## src/rtl/trap_sequencer.sv

```systemverilog
// Trap-entry / trap-return sequencer: carries fetch exception codes to E,
// takes precise traps there, and owns the reset/trap permission flags.
module trap_sequencer #(
    parameter logic [31:0] TRAP_VECTOR = 32'h0000_0000,
    parameter logic [31:0] TEXT_BASE   = 32'h0008_0000,
    parameter logic [3:0]  NO_E_CODE   = 4'hF
) (
    input  logic        i_clk,
    input  logic        i_rst,
    input  logic        i_stall_f,
    input  logic        i_stall_d,
    input  logic        i_flush_d,
    input  logic        i_flush_e,
    input  logic [31:0] i_pc_f,
    input  logic [3:0]  i_exception_code_f,
    input  logic [3:0]  i_exception_code_e,
    input  logic [31:0] i_alu_out_e,
    input  logic        i_mret_e,
    input  logic        i_reset_done_e,
    output logic        o_pc_redirect_en,
    output logic [31:0] o_pc_redirect,
    output logic        o_flush_fde,
    output logic        o_trap_taken,
    output logic [31:0] o_mepc,
    output logic [3:0]  o_mcause,
    output logic [31:0] o_mtval,
    output logic        o_trap_permission,
    output logic        o_reset_permission,
    output logic        o_halt
);

    typedef enum logic [2:0] {
        S_RESET_CODE,
        S_RET_TEXT,
        S_RUN,
        S_ENTER,
        S_HANDLER,
        S_RETURN,
        S_HALT
    } state_e;

    state_e      state_q, state_d;
    logic [3:0]  code_d_q, code_e_q;
    logic [31:0] pc_d_q, pc_e_q;
    logic [31:0] mepc_q, mepc_d;
    logic [3:0]  mcause_q, mcause_d;
    logic [31:0] mtval_q, mtval_d;
    logic        tperm_q, tperm_d;
    logic        rperm_q, rperm_d;

    logic [3:0]  cause_e;
    logic        cause_vld;
    logic [31:0] mtval_sel;

    // A fetch fault carried with the instruction outranks its execute fault
    always_comb begin
        cause_e   = (code_e_q != NO_E_CODE) ? code_e_q : i_exception_code_e;
        cause_vld = (cause_e != NO_E_CODE);
        case (cause_e)
            4'd0, 4'd2:                       mtval_sel = pc_e_q;
            4'd4, 4'd5, 4'd6, 4'd7, 4'd14:    mtval_sel = i_alu_out_e;
            default:                          mtval_sel = 32'h0;
        endcase
    end

    always_ff @(posedge i_clk or posedge i_rst) begin
        if (i_rst) begin
            code_d_q <= NO_E_CODE;
            code_e_q <= NO_E_CODE;
            pc_d_q   <= 32'h0;
            pc_e_q   <= 32'h0;
        end else begin
            if (i_flush_d || o_flush_fde) begin
                code_d_q <= NO_E_CODE;
            end else if (!i_stall_f) begin
                code_d_q <= i_exception_code_f;
            end
            if (!i_stall_f) begin
                pc_d_q <= i_pc_f;
            end
            if (i_flush_e || o_flush_fde) begin
                code_e_q <= NO_E_CODE;
            end else if (!i_stall_d) begin
                code_e_q <= code_d_q;
            end
            if (!i_stall_d) begin
                pc_e_q <= pc_d_q;
            end
        end
    end

    always_ff @(posedge i_clk or posedge i_rst) begin
        if (i_rst) begin
            state_q  <= S_RESET_CODE;
            mepc_q   <= 32'h0;
            mcause_q <= NO_E_CODE;
            mtval_q  <= 32'h0;
            tperm_q  <= 1'b0;
            rperm_q  <= 1'b1;
        end else begin
            state_q  <= state_d;
            mepc_q   <= mepc_d;
            mcause_q <= mcause_d;
            mtval_q  <= mtval_d;
            tperm_q  <= tperm_d;
            rperm_q  <= rperm_d;
        end
    end

    always_comb begin
        state_d          = state_q;
        mepc_d           = mepc_q;
        mcause_d         = mcause_q;
        mtval_d          = mtval_q;
        tperm_d          = tperm_q;
        rperm_d          = rperm_q;
        o_pc_redirect_en = 1'b0;
        o_pc_redirect    = 32'h0;
        o_flush_fde      = 1'b0;
        o_trap_taken     = 1'b0;
        o_halt           = 1'b0;
        case (state_q)
            S_RESET_CODE: begin
                if (cause_vld) begin
                    state_d = S_HALT;
                end else if (i_reset_done_e) begin
                    state_d = S_RET_TEXT;
                end
            end
            S_RET_TEXT: begin
                o_pc_redirect_en = 1'b1;
                o_pc_redirect    = TEXT_BASE;
                o_flush_fde      = 1'b1;
                rperm_d          = 1'b0;
                state_d          = S_RUN;
            end
            S_RUN: begin
                if (cause_vld) begin
                    state_d  = S_ENTER;
                    mepc_d   = pc_e_q;
                    mcause_d = cause_e;
                    mtval_d  = mtval_sel;
                end
            end
            S_ENTER: begin
                o_pc_redirect_en = 1'b1;
                o_pc_redirect    = TRAP_VECTOR;
                o_flush_fde      = 1'b1;
                o_trap_taken     = 1'b1;
                tperm_d          = 1'b1;
                state_d          = S_HANDLER;
            end
            S_HANDLER: begin
                // Nested traps are unsupported, so any fault here is fatal
                if (cause_vld) begin
                    state_d = S_HALT;
                end else if (i_mret_e) begin
                    state_d = S_RETURN;
                end
            end
            S_RETURN: begin
                o_pc_redirect_en = 1'b1;
                o_pc_redirect    = mepc_q;
                o_flush_fde      = 1'b1;
                tperm_d          = 1'b0;
                mcause_d         = NO_E_CODE;
                state_d          = S_RUN;
            end
            S_HALT: begin
                o_halt      = 1'b1;
                o_flush_fde = 1'b1;
            end
            default: begin
                state_d = S_HALT;
            end
        endcase
    end

    assign o_mepc             = mepc_q;
    assign o_mcause           = mcause_q;
    assign o_mtval            = mtval_q;
    assign o_trap_permission  = tperm_q;
    assign o_reset_permission = rperm_q;

endmodule

```

## config.mk

```make
export PLATFORM = sky130hd
export DESIGN_NAME = trap_sequencer
export DESIGN_NICKNAME = d
export VERILOG_FILES = /design/src/rtl/trap_sequencer.sv
export SDC_FILE = /design/constraint.sdc
export NUM_CORES = 1
export LEC_CHECK = 0
export BUFFER_PORTS_ARGS = -buffer_cell sky130_fd_sc_hd__buf_2
export CORE_UTILIZATION = 35
export DETAILED_ROUTE_END_ITERATION = 12
export SETUP_SLACK_MARGIN = 0.1
export SLEW_MARGIN = 0
export SYNTH_ARGS = -nofsm -noshare
export SYNTH_HDL_FRONTEND = slang
export SYNTH_SLANG_ARGS = --single-unit
export TNS_END_PERCENT = 100
```

## constraint.sdc

```tcl
create_clock -name i_clk -period 6.6 [get_ports i_clk]
set_clock_uncertainty 0.1 [all_clocks]
set_input_delay 0.66 -clock i_clk [delete_from_list [all_inputs] [get_ports i_clk]]
set_output_delay 0.66 -clock i_clk [all_outputs]
set_load 0.005 [all_outputs]
```

After elaboration in Yosys (flattened, before gate mapping)

Cells that the tools add are included.

Logic and storage cells: 64
Register bits after elaboration: 145

Muxes and demuxes: 20
Equal/unequal tests: 19
Bitwise gates (word level): 1
Reductions and logical operators: 14

Operators with widths:

| kind                                                            | number |
|---|---|
| 32-bit one-hot mux with 2 select lines                          | 2 |
| 4-bit 2-to-1 mux                                                | 6 |
| 3-bit one-hot mux with 6 select lines                           | 1 |
| 4-bit by 3-bit == test with 1-bit output, second input constant | 4 |
| 3-bit 2-to-1 mux                                                | 5 |
| 3-bit == test, second input constant                            | 3 |
| 4-bit != test, second input constant                            | 2 |
| 4-bit one-hot mux with 2 select lines                           | 1 |
| 3-bit by 2-bit == test with 1-bit output, second input constant | 2 |
| 3-bit != test, second input constant                            | 2 |
| 5-bit OR reduction                                              | 1 |
| 4-bit by 2-bit == test with 1-bit output, second input constant | 1 |
| 4-bit == test, second input constant                            | 1 |
| 4-bit zero test                                                 | 1 |
| 1-bit 2-to-1 mux                                                | 4 |
| 2-bit by 1-bit != test with 1-bit output, second input constant | 2 |
| 2-bit AND reduction                                             | 2 |
| 4-bit AND reduction                                             | 1 |
| 2-bit nonzero test                                              | 2 |
| 2-bit OR reduction                                              | 2 |
| 4-bit OR reduction                                              | 1 |
| 3-bit by 1-bit == test with 1-bit output, second input constant | 1 |
| 3-bit zero test                                                 | 1 |
| 3-bit OR reduction                                              | 1 |
| other kinds (4)                                                 | 5 |

Logic depth before layout (Yosys ltp)

Gate-level depths: netlist (run 1).

Depth after elaboration: 5
Depth in mapped cells: 6
Depth with buffers taken out: 4

Least setup slack after synthesis (run 1)

No wires, ideal clock.

Path type: register to output
Start: register state_q[0]
End: output o_pc_redirect[0]
Stages on the path, launching flop included: 6
Slack: 4537 ps
Data required time: 5840 ps
Arrival: 1303 ps
Path buffers: 2
Cells stage by stage: dfrtp_1 -> clkbuf_1 -> nand2b_1 -> nor2_1 -> clkbuf_1 -> and2_1

Longest elaborated chain between the ends: 2
Elaborated cells between the ends (all ways): 3

Ends and longest elaborated chain:

| item                                                                      | RTL line | source |
|---|---|---|
| from (decl)                                                               | 42       | `state_e state_q, state_d;` |
| from (signal assigned)                                                    | 101      | `state_q <= state_d;` |
| 3-bit == test or 3-bit by 1-bit == test with 1-bit output (tied branches) | 122      | `case (state_q)` |
| 32-bit one-hot mux with 2 select lines *                                  | 122      |  |
| to (decl)                                                                 | 21       | `output logic [31:0] o_pc_redirect,` |

Every way passes the cells marked *; elsewhere a longest branch is shown, timed or not.

Final worst setup path (run 1)

Start: register state_q[0]
End: output o_pc_redirect[7]

Same word-level chain as after synthesis.

==> results of run 1 <==
power by group through the flow:
| stage | combinational [W] | sequential [W] | clock (W) |
|---|---|---|---|
| floorplan | 0.000445 | 0.00130 | 0 |
| global placement | 0.000738 | 0.00132 | 0 |
| detailed placement | 0.000758 | 0.00133 | 0 |
| CTS | 0.000759 | 0.00132 | 0.000937 |
| global route | 0.000816 | 0.00135 | 0.000972 |
| finish | 0.000746 | 0.00132 | 0.000914 |
sequential cells by signal (all words and copies together), names as in the netlist:
signal              cells
o_mcause                4
o_reset_permission      1
pc_d_q                 32
o_mepc                 32
o_mtval                32
code_e_q                4
o_trap_permission       1
state_q                 3
pc_e_q                 32
code_d_q                4
area by class of cell:
cell class	count	area, µm²	share of cell area
antenna	2	5.00	0.000648
clock buffer	20	457	0.0591
clock inverter	11	104	0.0134
inverter	4	20.0	0.00259
multi-input combinational	256	2250	0.292
sequential	145	3640	0.472
tap	220	275	0.0356
timing repair buffer	190	963	0.125
layer usage:
metal  wire length, µm  vias up  part of all wire
met3               941       18             0.063
met1              6700     2106              0.45
met4               229        2             0.015
li1                  -     1933                 -
met5                13        -           0.00086
met2              7150      140              0.48
cell usage in the layout, fill, tap and decap left out, types with 2 or more instances in the layout:
cell type	instances
diode_2	2
dfrtp_1	132
clkinvlp_4	2
clkinv_4	2
clkinv_2	3
mux2_1	2
clkbuf_8	2
a221o_1	32
clkbuf_16	17
mux2_2	94
o21a_1	2
inv_6	4
buf_4	5
nand4b_1	3
buf_2	185
mux2i_1	10
nor2_1	8
inv_1	3
o211ai_1	2
nand2_1	15
and3_1	29
a21oi_1	3
dfstp_2	13
and2_1	37
worst reg2reg max path: stages, from the launching register on:
cell and delay, ns:
dfstp_2 0.63, nand2_1 0.13, o31ai_4 0.80, buf_4 0.64, mux2_2 0.44
stage by stage:
step / instance area (µm²) / power (W) / util / hold slack, ns / instances
floorplan: 6050 / 0.00174 / - / 0.350 / 435
global placement: 7160 / 0.00206 / 0.429 / 0.345 / 815
detailed placement: 7160 / 0.00208 / 0.429 / 0.350 / 815
CTS: 7720 / 0.00302 / 0.462 / 0.209 / 846
global route: 7720 / 0.00314 / 0.462 / 0.232 / 847
finish: 7720 / 0.00298 / 0.462 / 0.203 / 848
final timing paths:
path	end	slack (ns)
hold reg to reg	o_reset_permission$_DFFE_PP1P_	0.36
setup / recovery	o_pc_redirect[7]	3.53
min in group i_clk	o_reset_permission$_DFFE_PP1P_	0.36
max in group asynchronous	o_mepc[24]$_DFFE_PP0P_	4.69
setup reg to reg	o_mepc[29]$_DFFE_PP0P_	3.74
hold / removal	pc_d_q[21]$_DFFE_PP0N_	0.20
cells by family after synthesis:
family | after synthesis | share of synthesized area
mux | 106 | 0.195
flops | 145 | 0.603
buf+inv | 34 | 0.0271
compound gates | 47 | 0.0747
xor+xnor | 1 | 0.00145
simple gates | 102 | 0.0987
==> metrics.txt, run 1 <==
# TYPE chip_impl_metric gauge
chip_impl_metric{name="wl",unit="µm"} 15000
chip_impl_metric{name="synth_seq_area_share",unit=""} 0.603
chip_impl_metric{name="ys_types",unit=""} 37
chip_impl_metric{name="critical_path.n_buffers_inverters",unit=""} 2
chip_impl_metric{name="avgViaCountPerCell",unit=""} 4.95
chip_impl_info{name="timing.critical_path.to_type",value="output port"} 1
chip_impl_info{name="yosys-top-cells-count",value="dfrtp_1, mux2_2, and2_1"} 1
chip_impl_metric{name="cts.clk_slew.worst_paths",unit="ns"} 0.06
chip_impl_metric{name="hold_bufs_at_cts",unit=""} 0
chip_impl_metric{name="n_fill_cell",unit=""} 1518
chip_impl_metric{name="proportion_of_layout_cells_with_a_drive_suffix_above_1",unit=""} 0.535
chip_impl_metric{name="worst_r2r_path_depth",unit=""} 4
chip_impl_metric{name="power_density",unit="nW/µm²"} 385
chip_impl_metric{name="chipHeight",unit="µm"} 133
chip_impl_info{name="synth_top_cells_by_area",value="dfrtp_1, mux2_2, dfstp_2"} 1
chip_impl_metric{name="setup_viol",unit=""} 0
chip_impl_metric{name="start_util",unit=""} 0.362
chip_impl_metric{name="buffer_ports.inserted",unit=""} 185
chip_impl_metric{name="clkSinkCount",unit=""} 145
chip_impl_info{name="outcome",value="complete, no violations"} 1
chip_impl_metric{name="grt_pass1_wl",unit="µm"} 23200
chip_impl_metric{name="timing.max_cap.violations",unit=""} 0
chip_impl_metric{name="fin_tns_setup",unit="ns"} 0
chip_impl_metric{name="synth.cell_area",unit="µm²"} 6050
chip_impl_metric{name="drcViolationCount",unit=""} 0
chip_impl_info{name="worstReg2RegStart",value="code_e_q[3]$_DFFE_PP1P_"} 1
chip_impl_metric{name="synth_enable_flop_cells",unit=""} 0
chip_impl_metric{name="cts_buffers",unit=""} 17
chip_impl_metric{name="placementRows",unit=""} 47
chip_impl_metric{name="routabilityCongestion",unit=""} 0.743
chip_impl_metric{name="synth.top_cell.area_share",unit=""} 0.546
chip_impl_metric{name="period_share",unit=""} 0.464
chip_impl_metric{name="postRouteAntennaNets",unit=""} 0
chip_impl_metric{name="timing.max_slew.rel_slack",unit=""} 0.226
chip_impl_metric{name="initial_antenna_violation_count",unit=""} 4
chip_impl_metric{name="cts_repair_resize_count",unit=""} 0
chip_impl_metric{name="syn-mean-instance-area",unit="µm²"} 13.9
chip_impl_metric{name="worst-endpoint-arrival",unit="ns"} 2.31
chip_impl_metric{name="power.ir.vdd_worst",unit="V"} 0.000185
chip_impl_metric{name="max_slew.worst_pin.slew",unit="ns"} 1.16
chip_impl_metric{name="max_stage_delay",unit="ns"} 0.58
chip_impl_metric{name="synthesis.yosys.warnings",unit=""} 0
chip_impl_metric{name="wl_per_cell",unit="µm"} 17.7
chip_impl_info{name="worst_min_delay_path_category",value="input pin to asynchronous set/reset pin"} 1
chip_impl_info{name="cell_chain_of_the_critical_path",value="nand2b_1, nor2_2, buf_4, and2_1, buf_2"} 1
chip_impl_metric{name="clk-insertion-delay-late",unit="ns"} 0.41
chip_impl_metric{name="clock_power_share",unit=""} 0.307
chip_impl_metric{name="p_int",unit="W"} 0.00210
chip_impl_metric{name="cp_num_cells",unit=""} 5
chip_impl_metric{name="cts_max_path_buffers",unit=""} 2
chip_impl_info{name="grt_setup_unrepaired",value="no"} 1
chip_impl_metric{name="final_period_minus_worst_setup_slack",unit="ns"} 3.07
chip_impl_metric{name="sw_frac_of_total",unit=""} 0.293
chip_impl_metric{name="ffs_latches_synth",unit=""} 145
chip_impl_metric{name="worst_ep_required_time",unit="ns"} 5.84
chip_impl_metric{name="setup_slack",unit="ns"} 3.53
chip_impl_metric{name="syn-instance-count",unit=""} 435
chip_impl_metric{name="track_usage",unit=""} 0.173
chip_impl_info{name="path_delay_family",value="simple AND/OR/NAND/NOR gates"} 1
chip_impl_metric{name="ctsHtreeMaxLevel",unit=""} 4
chip_impl_info{name="critical_path.startpoint_type",value="flip-flop"} 1
chip_impl_metric{name="clock.fmax",unit="MHz"} 326
chip_impl_metric{name="first_global_vias",unit=""} 4280
chip_impl_info{name="slowest_stage",value="nor2_2"} 1
chip_impl_metric{name="area.growth.synth_to_final",unit="%"} 27.7
chip_impl_metric{name="postCtsSetupBuffers",unit=""} 0
chip_impl_metric{name="gr-usage-met2",unit=""} 0.274
chip_impl_info{name="grt_most_used_layer",value="met2"} 1
chip_impl_metric{name="netSwitchingPower",unit="W"} 0.000873
chip_impl_metric{name="postSynth.asyncResetShare",unit=""} 1.00
chip_impl_metric{name="ports_placed_on_the_boundary",unit=""} 186
chip_impl_metric{name="pre_cts_slack",unit="ns"} 3.59
chip_impl_info{name="synth-main-ff-cell",value="dfrtp_1"} 1
chip_impl_metric{name="drt_first_iter_violations",unit=""} 232
chip_impl_metric{name="p_seq_frac",unit=""} 0.442
chip_impl_metric{name="detailroute.via_count",unit=""} 4199
chip_impl_metric{name="die_outline_width",unit="µm"} 133
chip_impl_info{name="timing.setup.critical_path_class",value="flip-flop to output port"} 1
chip_impl_metric{name="drt_pass1_iterations",unit=""} 4
chip_impl_metric{name="leakage",unit="nW"} 3.93
chip_impl_info{name="tritoncts",value="built"} 1
chip_impl_metric{name="gr-usage-met3",unit=""} 0.0548
chip_impl_info{name="worst_setup_path_startpoint",value="state_q[0]$_DFFE_PP0P_"} 1
chip_impl_metric{name="core_footprint",unit="µm²"} 16700
chip_impl_info{name="yosysTopAreaCell",value="dfrtp_1"} 1
chip_impl_metric{name="share_comb_of_total_power",unit=""} 0.251
chip_impl_metric{name="grt_start_max_net_pins",unit=""} 86
chip_impl_metric{name="critical_path_peak_fanout",unit=""} 18
chip_impl_metric{name="final_nets",unit=""} 694
chip_impl_metric{name="grt.overflow.total",unit=""} 0
chip_impl_metric{name="grtUsageMet1",unit=""} 0.224
chip_impl_metric{name="floorplan.die_area",unit="µm²"} 17800
chip_impl_metric{name="slew_viol_final",unit=""} 0
chip_impl_info{name="clock_root_buffer",value="clkbuf_16"} 1
chip_impl_metric{name="timing_hold_violations_final",unit=""} 0
chip_impl_metric{name="dp_hpwl",unit="µm"} 9780
chip_impl_metric{name="post_syn_nets",unit=""} 515
chip_impl_info{name="synth_most_common_cell",value="dfrtp_1"} 1
(Power assumes the default switching activity.)
==> run 2: changes to the inputs <==
- clock period: 6.6 -> 3.01 ns (I/O delays scaled with it)
==> metrics.txt, run 2 (synthesized netlist as in run 1, its figures left out) <==
# TYPE chip_impl_metric gauge
chip_impl_info{name="worst_min_delay_path_category",value="input pin to asynchronous set/reset pin"} 1
chip_impl_info{name="tritoncts",value="built"} 1
chip_impl_metric{name="wl_per_cell",unit="µm"} 17.5
chip_impl_metric{name="critical_path_peak_fanout",unit=""} 25
chip_impl_metric{name="timing_hold_violations_final",unit=""} 0
chip_impl_metric{name="leakage",unit="nW"} 4.04
chip_impl_metric{name="max_slew.worst_pin.slew",unit="ns"} 0.991
chip_impl_metric{name="postRouteAntennaNets",unit=""} 0
chip_impl_metric{name="worst_ep_required_time",unit="ns"} 3.26
chip_impl_metric{name="worst-endpoint-arrival",unit="ns"} 2.42
chip_impl_info{name="regToRegEndpoint",value="o_mtval[7]$_DFFE_PP0P_"} 1
chip_impl_metric{name="worst_r2r_path_depth",unit=""} 5
chip_impl_metric{name="area.growth.synth_to_final",unit="%"} 32.5
chip_impl_metric{name="drt_first_iter_violations",unit=""} 211
chip_impl_metric{name="drcViolationCount",unit=""} 0
chip_impl_metric{name="placementRows",unit=""} 47
chip_impl_metric{name="grtUsageMet1",unit=""} 0.240
chip_impl_metric{name="netSwitchingPower",unit="W"} 0.00194
chip_impl_metric{name="die_outline_width",unit="µm"} 133
chip_impl_metric{name="buffer_ports.inserted",unit=""} 185
chip_impl_metric{name="cts_max_path_buffers",unit=""} 2
chip_impl_metric{name="power_density",unit="nW/µm²"} 832
chip_impl_metric{name="cts_buffers",unit=""} 17
chip_impl_metric{name="dp_hpwl",unit="µm"} 10400
chip_impl_metric{name="initial_antenna_violation_count",unit=""} 2
chip_impl_metric{name="clkSinkCount",unit=""} 145
chip_impl_info{name="clock_root_buffer",value="clkbuf_16"} 1
chip_impl_metric{name="routabilityCongestion",unit=""} 0.781
chip_impl_info{name="timing.setup.critical_path_class",value="flip-flop to flip-flop"} 1
chip_impl_info{name="grt_most_used_layer",value="met2"} 1
chip_impl_metric{name="setup_viol",unit=""} 0
chip_impl_metric{name="p_int",unit="W"} 0.00473
chip_impl_metric{name="clock.fmax",unit="MHz"} 460
chip_impl_metric{name="period_share",unit=""} 0.723
chip_impl_metric{name="n_fill_cell",unit=""} 1557
chip_impl_info{name="worstReg2RegStart",value="code_e_q[3]$_DFFE_PP1P_"} 1
chip_impl_info{name="final_common_cell",value="buf_2"} 1
chip_impl_metric{name="chipHeight",unit="µm"} 133
chip_impl_metric{name="grt.overflow.total",unit=""} 0
chip_impl_metric{name="drt_pass1_iterations",unit=""} 4
chip_impl_metric{name="ctsHtreeMaxLevel",unit=""} 4
chip_impl_metric{name="p_seq_frac",unit=""} 0.434
chip_impl_metric{name="track_usage",unit=""} 0.179
chip_impl_metric{name="fin_tns_setup",unit="ns"} 0
chip_impl_metric{name="grt_start_max_net_pins",unit=""} 146
chip_impl_metric{name="slew_viol_final",unit=""} 0
chip_impl_metric{name="timing.max_cap.violations",unit=""} 0
chip_impl_metric{name="gr-usage-met2",unit=""} 0.276
chip_impl_metric{name="share_comb_of_total_power",unit=""} 0.252
chip_impl_metric{name="clock_power_share",unit=""} 0.314
chip_impl_info{name="timing.critical_path.to_type",value="flip-flop"} 1
chip_impl_metric{name="wl",unit="µm"} 15200
chip_impl_metric{name="sw_frac_of_total",unit=""} 0.291
chip_impl_metric{name="postCtsSetupBuffers",unit=""} 0
chip_impl_metric{name="gr-usage-met3",unit=""} 0.0453
chip_impl_metric{name="final_period_minus_worst_setup_slack",unit="ns"} 2.18
chip_impl_metric{name="reg2reg_setup_slack",unit="ns"} 0.83
chip_impl_metric{name="ports_placed_on_the_boundary",unit=""} 186
chip_impl_metric{name="first_global_vias",unit=""} 4432
chip_impl_metric{name="timing.max_slew.rel_slack",unit=""} 0.340
chip_impl_metric{name="floorplan.die_area",unit="µm²"} 17800
chip_impl_info{name="outcome",value="complete, no violations"} 1
chip_impl_info{name="critical_path.startpoint_type",value="flip-flop"} 1
chip_impl_metric{name="multi_input_comb_area",unit="µm²"} 2250
chip_impl_metric{name="cts.clk_slew.worst_paths",unit="ns"} 0.06
chip_impl_metric{name="detailroute.via_count",unit=""} 4253
chip_impl_metric{name="clk-insertion-delay-late",unit="ns"} 0.42
chip_impl_metric{name="core_footprint",unit="µm²"} 16700
chip_impl_metric{name="proportion_of_layout_cells_with_a_drive_suffix_above_1",unit=""} 0.524
chip_impl_info{name="worst_setup_path_startpoint",value="code_e_q[3]$_DFFE_PP1P_"} 1
chip_impl_metric{name="total_power",unit="W"} 0.00667
chip_impl_metric{name="power.ir.vdd_worst",unit="V"} 0.000387
chip_impl_metric{name="start_util",unit=""} 0.362
chip_impl_metric{name="regArea",unit="µm²"} 3640
chip_impl_metric{name="avgViaCountPerCell",unit=""} 4.89
chip_impl_info{name="cp-endpoint",value="o_mtval[7]$_DFFE_PP0P_"} 1
chip_impl_info{name="mostFrequentLayoutCells",value="buf_2, dfrtp_1, mux2_2"} 1
chip_impl_metric{name="final_nets",unit=""} 716
chip_impl_metric{name="grt_pass1_wl",unit="µm"} 24100
chip_impl_info{name="grt_setup_unrepaired",value="no"} 1
-- run 2: cell count changes in the layout (fill, tap and decap cells not counted) --
cell,change
inv_6,-1
clkinvlp_4,+2
bufinv_16,+1
dlygate4sd3_1,+18
buf_12,+4
clkbuf_8,-1
clkinv_4,+3
diode_2,-1
clkinv_2,-3
-- run 2: cell type report --
cell class              instances  share of cell area
diodes                          1            0.000312
flip-flops and latches        145               0.455
well taps                     220              0.0343
multi-input cells             256               0.281
clock inverters                13              0.0190
repair buffers                212               0.153
inverters                       4             0.00234
clock buffers                  19              0.0553
-- run 2: power by group through the flow --
stage	combinational, W	sequential (W)	clock, W
CTS	0.00172	0.00290	0.00215
global placement	0.00165	0.00291	0
global route	0.00185	0.00297	0.00224
floorplan	0.000975	0.00285	0
detailed placement	0.00170	0.00292	0
finish	0.00168	0.00289	0.00209
-- run 2: per-layer routing --
layer,vias up,share of wire
met5,-,0
met4,0,0.015
met3,13,0.053
met2,129,0.46
met1,2124,0.47
li1,1987,-
-- run 2: stage by stage --
stage	hold WS, ns	setup WS (ns)	instance area [µm²]	utilization	cells
6_report	0.00816	0.835	8020	0.480	870
5_1_grt	0.000174	0.671	8010	0.480	869
4_1_cts	0.0000620	0.822	7990	0.479	867
3_5_place_dp	0.358	0.843	7240	0.433	819
3_3_place_gp	0.354	0.900	7240	0.433	819
2_1_floorplan	0.332	0.801	6050	-	435
-- run 2: how the worst min path moves through the flow --
| stage | start | to | slack [ns] | cells past startpoint |
|---|---|---|---|---|
| after floorplan | i_exception_code_f[0] | code_d_q[0]$_DFFE_PP1P_ | 0.33 | 2 |
| after global placement | o_reset_permission$_DFFE_PP1P_ | o_reset_permission$_DFFE_PP1P_ | 0.35 | 1 |
| after detailed placement | o_reset_permission$_DFFE_PP1P_ | o_reset_permission$_DFFE_PP1P_ | 0.36 | 1 |
| after CTS | i_exception_code_f[0] | code_d_q[0]$_DFFE_PP1P_ | 0.00006 | 3 |
| after global routing | i_alu_out_e[6] | o_mtval[6]$_DFFE_PP0P_ | 0.0002 | 2 |
| final | i_rst | o_mepc[28]$_DFFE_PP0P_ | 0.008 | 3 |
-- run 2: critical path, cell delays in order, from the launching register on --
cell	delay [ns]
dfstp_2	0.63
and4b_1	0.25
o211ai_2	0.11
a311oi_4	0.58
buf_12	0.25
a221o_1	0.17
-- run 2: repair_timing --
action / CTS / global route
endpoints found under the hold margin: 16 / 2
gates resized for setup: 0 / 0
hold buffers: 16 / 2
